--- src/rtl/id_ex_pipe_reg.sv ---
// ID/EX pipeline register, 1-cycle latency; priority rst > flush_e (bubble) > stall_e (hold) > load.
// Optional saturating flush counter on bubble_cnt when ID_EX_BUBBLE_CNT_EN is defined, else tied to 0.
module id_ex_pipe_reg #(
  parameter int WIDTH    = 32,
  parameter int REG_ADDR = 5
) (
  input  logic                clk,
  input  logic                rst,
  input  logic                stall_e,
  input  logic                flush_e,
  input  logic                valid_d,
  input  logic [1:0]          result_src_d,
  input  logic                mem_write_d,
  input  logic                alu_src_d,
  input  logic                reg_write_d,
  input  logic                jump_src_d,
  input  logic                a_type_d,
  input  logic                jump_d,
  input  logic                branch_d,
  input  logic [2:0]          alu_ctrl_d,
  input  logic [2:0]          funct3_d,
  input  logic [WIDTH-1:0]    rd1_d,
  input  logic [WIDTH-1:0]    rd2_d,
  input  logic [WIDTH-1:0]    imm_ext_d,
  input  logic [WIDTH-1:0]    pc_d,
  input  logic [WIDTH-1:0]    pc_plus4_d,
  input  logic [REG_ADDR-1:0] rs1_d,
  input  logic [REG_ADDR-1:0] rs2_d,
  input  logic [REG_ADDR-1:0] rd_d,
  output logic                valid_e,
  output logic [1:0]          result_src_e,
  output logic                mem_write_e,
  output logic                alu_src_e,
  output logic                reg_write_e,
  output logic                jump_src_e,
  output logic                a_type_e,
  output logic                jump_e,
  output logic                branch_e,
  output logic [2:0]          alu_ctrl_e,
  output logic [2:0]          funct3_e,
  output logic [WIDTH-1:0]    rd1_e,
  output logic [WIDTH-1:0]    rd2_e,
  output logic [WIDTH-1:0]    imm_ext_e,
  output logic [WIDTH-1:0]    pc_e,
  output logic [WIDTH-1:0]    pc_plus4_e,
  output logic [REG_ADDR-1:0] rs1_e,
  output logic [REG_ADDR-1:0] rs2_e,
  output logic [REG_ADDR-1:0] rd_e,
  output logic [31:0]         bubble_cnt
);

  typedef struct packed {
    logic       valid;
    logic [1:0] result_src;
    logic       mem_write;
    logic       alu_src;
    logic       reg_write;
    logic       jump_src;
    logic       a_type;
    logic       jump;
    logic       branch;
    logic [2:0] alu_ctrl;
    logic [2:0] funct3;
  } ctrl_t;

  typedef struct packed {
    logic [WIDTH-1:0]    rd1;
    logic [WIDTH-1:0]    rd2;
    logic [WIDTH-1:0]    imm_ext;
    logic [WIDTH-1:0]    pc;
    logic [WIDTH-1:0]    pc_plus4;
    logic [REG_ADDR-1:0] rs1;
    logic [REG_ADDR-1:0] rs2;
    logic [REG_ADDR-1:0] rd;
  } data_t;

  ctrl_t ctrl_d, ctrl_q;
  data_t data_d, data_q;

  always_comb begin
    ctrl_d.valid      = valid_d;
    ctrl_d.result_src = result_src_d;
    ctrl_d.mem_write  = mem_write_d;
    ctrl_d.alu_src    = alu_src_d;
    ctrl_d.reg_write  = reg_write_d;
    ctrl_d.jump_src   = jump_src_d;
    ctrl_d.a_type     = a_type_d;
    ctrl_d.jump       = jump_d;
    ctrl_d.branch     = branch_d;
    ctrl_d.alu_ctrl   = alu_ctrl_d;
    ctrl_d.funct3     = funct3_d;
    data_d.rd1        = rd1_d;
    data_d.rd2        = rd2_d;
    data_d.imm_ext    = imm_ext_d;
    data_d.pc         = pc_d;
    data_d.pc_plus4   = pc_plus4_d;
    data_d.rs1        = rs1_d;
    data_d.rs2        = rs2_d;
    data_d.rd         = rd_d;
  end

  // Bubbles also zero the data/index fields so rd_e = x0 never matches a forwarding compare.
  always_ff @(posedge clk or posedge rst) begin
    if (rst) begin
      ctrl_q <= '0;
      data_q <= '0;
    end else if (flush_e) begin
      ctrl_q <= '0;
      data_q <= '0;
    end else if (!stall_e) begin
      ctrl_q <= ctrl_d;
      data_q <= data_d;
    end
  end

  assign valid_e      = ctrl_q.valid;
  assign result_src_e = ctrl_q.result_src;
  assign mem_write_e  = ctrl_q.mem_write;
  assign alu_src_e    = ctrl_q.alu_src;
  assign reg_write_e  = ctrl_q.reg_write;
  assign jump_src_e   = ctrl_q.jump_src;
  assign a_type_e     = ctrl_q.a_type;
  assign jump_e       = ctrl_q.jump;
  assign branch_e     = ctrl_q.branch;
  assign alu_ctrl_e   = ctrl_q.alu_ctrl;
  assign funct3_e     = ctrl_q.funct3;
  assign rd1_e        = data_q.rd1;
  assign rd2_e        = data_q.rd2;
  assign imm_ext_e    = data_q.imm_ext;
  assign pc_e         = data_q.pc;
  assign pc_plus4_e   = data_q.pc_plus4;
  assign rs1_e        = data_q.rs1;
  assign rs2_e        = data_q.rs2;
  assign rd_e         = data_q.rd;

`ifdef ID_EX_BUBBLE_CNT_EN
  logic [31:0] bubble_cnt_q;

  // Counts flush edges (stall or not), saturating at all-ones.
  always_ff @(posedge clk or posedge rst) begin
    if (rst) begin
      bubble_cnt_q <= '0;
    end else if (flush_e && (bubble_cnt_q != 32'hFFFF_FFFF)) begin
      bubble_cnt_q <= bubble_cnt_q + 32'd1;
    end
  end

  assign bubble_cnt = bubble_cnt_q;
`else
  assign bubble_cnt = 32'h0;
`endif

endmodule

--- config.mk ---
export PLATFORM = sky130hd
export DESIGN_NAME = id_ex_pipe_reg
export DESIGN_NICKNAME = d
export VERILOG_FILES = /design/src/rtl/id_ex_pipe_reg.sv
export SDC_FILE = /design/constraint.sdc
export NUM_CORES = 1
export LEC_CHECK = 0
export CORE_AREA = 5 5 161 163
export DETAILED_ROUTE_END_ITERATION = 12
export DIE_AREA = 0 0 166 168
export MAX_ROUTING_LAYER = met4
export PLACE_DENSITY_LB_ADDON = 0.05
export SLEW_MARGIN = 20
export SYNTH_ARGS = -nofsm -noshare
export SYNTH_HDL_FRONTEND = slang
export SYNTH_SLANG_ARGS = --single-unit
--- constraint.sdc ---
create_clock -name clk -period 6.26 [get_ports clk]
set_clock_uncertainty 0.15 [all_clocks]
set_input_delay 0.626 -clock clk [delete_from_list [all_inputs] [get_ports clk]]
set_output_delay 0.626 -clock clk [all_outputs]
set_load 0.01 [all_outputs]
==> impl_metrics.yaml <==
run_status:
  status: "finished clean"
cells_and_area:
  layout.area.seq_um2: 4780
  layout-drive-gt1-share: 0.0370
  multi_input_comb_area_um2: 2750
  final_cell_count_no_fill: 1353
  filler_cell_count: 2200
  finish.net_count: 1209
  utilization: 0.515
  syn2layout_area_growth_pct: 54.1
routing:
  drt.antenna.violating_nets: 0
  routed_wl_mm: 24.7
  vias: 5915
  drtPass1Iterations: 6
  detail_route.drc_violations: 0
  detail_route.wl_per_cell_um: 18.2
  post_drt_via_cell_ratio: 4.37
  detailed_route_iter0_violations: 341
placed_design:
  placedCellCount: 1319
  dp_hpwl_mm: 17.2
  place.gp.congestion: 0.731
  place_worst_setup_slack_ns: 3.54
  port-buffer-count: 385
timing:
  report.final.slew_viol_count: 0
  final_period_minus_worst_setup_slack_ns: 2.39
  achievable-frequency_mhz: 419
  min_period_over_period: 0.382
  post_route_worst_setup_slack_ns: 3.87
  grt_setup_unrepaired: "no"
  max-slew-margin-rel: 0.302
  timing_hold_violations_final: 0
  timing_worst_slew_pin_value_ns: 1.05
  finalSetupViolations: 0
  setup-tns-final_ns: 0
setup_path:
  critical_path_buf_inv_count: 2
  cp-end-kind: "register"
  critPathLaunchType: "input port"
  crit_path_max_fanout: 101
  cp_cell_sequence: "buf_8 -> buf_12 -> mux2i_1 -> nor2_1"
  cp.arrival_ns: 2.51
  critPathRequiredTime_ns: 6.38
  cp_top_family: "buffers and inverters"
  crit_path_top_delay_cell: "sky130_fd_sc_hd__buf_8"
  critical-path-max-stage-delay_ns: 0.58
  critical_setup_path_class: "in2reg"
clock_tree:
  tritoncts: "yes"
  cts.reportedPaths.clkPinSlew_ns: 0.07
  cts.path.max_buffers: 2
  number_of_h_tree_levels: 4
  post_cts.repair.setup_buffers: 0
  cts_buffers: 17
  clock_latency_ns: 0.42
  post_cts.resized_instances: 0
  root_buffer_master: "sky130_fd_sc_hd__clkbuf_16"
  clock_sink_count: 191
  cts_hold_repair.buffers: 0
synthesis:
  synth-seq-cells: 191
  syn-instance-count: 649
  synth.largest_area_cell: "sky130_fd_sc_hd__dfrtp_1"
  syn-cell-area_um2: 8080
  synth.distinct_cells: 10
  yosys-top-cells-area: "sky130_fd_sc_hd__dfrtp_1, sky130_fd_sc_hd__mux2i_1, sky130_fd_sc_hd__nor2_1"
  synth_top_area_frac: 0.592
  yosys_warnings: 0
  synth_area_per_cell_um2: 12.4
  synth.yosys.seq_area_share: 0.592
die:
  boundaryPins: 418
  die_area_um2: 27900
  fp_rows: 57
  effective_utilization_at_floorplan: 0.334
  chipWidth_um: 166
  core_area_um2: 24200
  die-height_um: 168
job:
  max_cap_violations: 0
global_route:
  grt_antenna_before_repair: 2
  globalRoute.totalOverflow: 0
  grt_pass1_wl_mm: 37.6
  largest_net_degree_at_the_start_of_global_routing: 129
  grt_pass1_vias: 6255
  grt_usage: 0.178
power_and_ir_drop:
  p_leak_nw: 5.89
  worst_ir_drop_vdd_uv: 144
  powerDensity_nw_per_um2: 237
hold_path:
  min-delay-path-class: "reg2reg"
## cells in the final DEF, fill, tap and decap left out
| cell type | netlist | final |
|---|---|---|
| sky130_fd_sc_hd__buf_4 | 32 | 3 |
| sky130_fd_sc_hd__conb_1 | 1 | 32 |
| sky130_fd_sc_hd__dfrtp_1 | 191 | 191 |
| sky130_fd_sc_hd__diode_2 | 0 | 2 |
| sky130_fd_sc_hd__clkbuf_8 | 0 | 1 |
| sky130_fd_sc_hd__clkbuf_1 | 9 | 1 |
| sky130_fd_sc_hd__clkinv_4 | 0 | 7 |
| sky130_fd_sc_hd__clkdlybuf4s50_1 | 0 | 383 |
| sky130_fd_sc_hd__inv_8 | 0 | 5 |
| sky130_fd_sc_hd__bufinv_16 | 0 | 1 |
| sky130_fd_sc_hd__clkbuf_16 | 0 | 17 |
| sky130_fd_sc_hd__buf_8 | 19 | 1 |
| sky130_fd_sc_hd__nor2_1 | 191 | 191 |
| sky130_fd_sc_hd__inv_6 | 0 | 1 |
| sky130_fd_sc_hd__buf_12 | 2 | 1 |
| sky130_fd_sc_hd__buf_6 | 0 | 1 |
| sky130_fd_sc_hd__mux2i_1 | 191 | 191 |
## synth_stat cells
cell / n
sky130_fd_sc_hd__buf_12: 2
sky130_fd_sc_hd__clkbuf_1: 9
sky130_fd_sc_hd__buf_2: 12
sky130_fd_sc_hd__nor2_1: 191
sky130_fd_sc_hd__buf_8: 19
sky130_fd_sc_hd__mux2i_1: 191
sky130_fd_sc_hd__buf_4: 32
sky130_fd_sc_hd__inv_1: 1
sky130_fd_sc_hd__conb_1: 1
sky130_fd_sc_hd__dfrtp_1: 191
## final timing paths
check / startpoint / end / slack [ns] / depth (start not counted)
min in group asynchronous: rst / rs2_e[3] / 0.56 / 2
max in group asynchronous: rst / rd1_e[8] / 4.22 / 3
worst min register to register: rd2_e[5] / rd2_e[5] / 0.37 / 2
worst min-delay path: rd2_e[5] / rd2_e[5] / 0.37 / 2
worst max register to register: pc_e[23] / pc_e[23] / 5.34 / 2
worst max-delay path: stall_e / rd1_e[30] / 3.87 / 4
## cell type report
cell class,count,share of cell area
antenna,2,0.000402
clock buffer,19,0.0356
multi-input combinational,414,0.221
tap,324,0.0326
timing repair buffer,389,0.314
sequential,191,0.384
clock inverter,13,0.0117
inverter,1,0.000905
## per-layer routing
metal	part of all wire	GRT usage
met4	0.015	0.0484
met1	0.41	0.210
met3	0.098	0.0800
met5	0	-
met2	0.47	0.280
## power by group
group          switching (W)  internal (W)  total, W
Sequential         0.0000360       0.00130   0.00134
Clock               0.000519      0.000577   0.00110
Combinational       0.000218      0.000296  0.000513
Total               0.000773       0.00217   0.00295
## tightest hold or removal path: stages, from the launching register on
cell                      delay, ns
sky130_fd_sc_hd__dfrtp_1       0.34
sky130_fd_sc_hd__mux2i_1       0.07
sky130_fd_sc_hd__nor2_1        0.07
## state kept, by name (all words and copies together), names as in the netlist, 2 cells and up
register / flops
alu_ctrl_e: 3
funct3_e: 3
imm_ext_e: 32
pc_e: 32
pc_plus4_e: 32
rd1_e: 32
rd2_e: 32
rd_e: 5
result_src_e: 2
rs1_e: 5
rs2_e: 5
## through the flow
| stage | hold WS (ns) | total power [W] | area [um2] |
|---|---|---|---|
| after global routing | 0.399 | 0.00309 | 12400 |
| after CTS | 0.379 | 0.00299 | 12400 |
| after global placement | 0.351 | 0.00188 | 11800 |
| after floorplan | 0.409 | 0.00160 | 8190 |
| after detailed placement | 0.362 | 0.00188 | 11800 |
| final | 0.370 | 0.00295 | 12400 |
## cell families (layout without fill, tap and decap cells)
| kind of cell | count (synthesis) | count (layout) | share of synthesized area |
|---|---|---|---|
| buf+inv | 75 | 422 | 0.0821 |
| flops | 191 | 191 | 0.592 |
| mux | 191 | 191 | 0.237 |
| other cells | 1 | 34 | 0.000464 |
| simple gates | 191 | 191 | 0.0888 |
(Power assumes the default switching activity.)
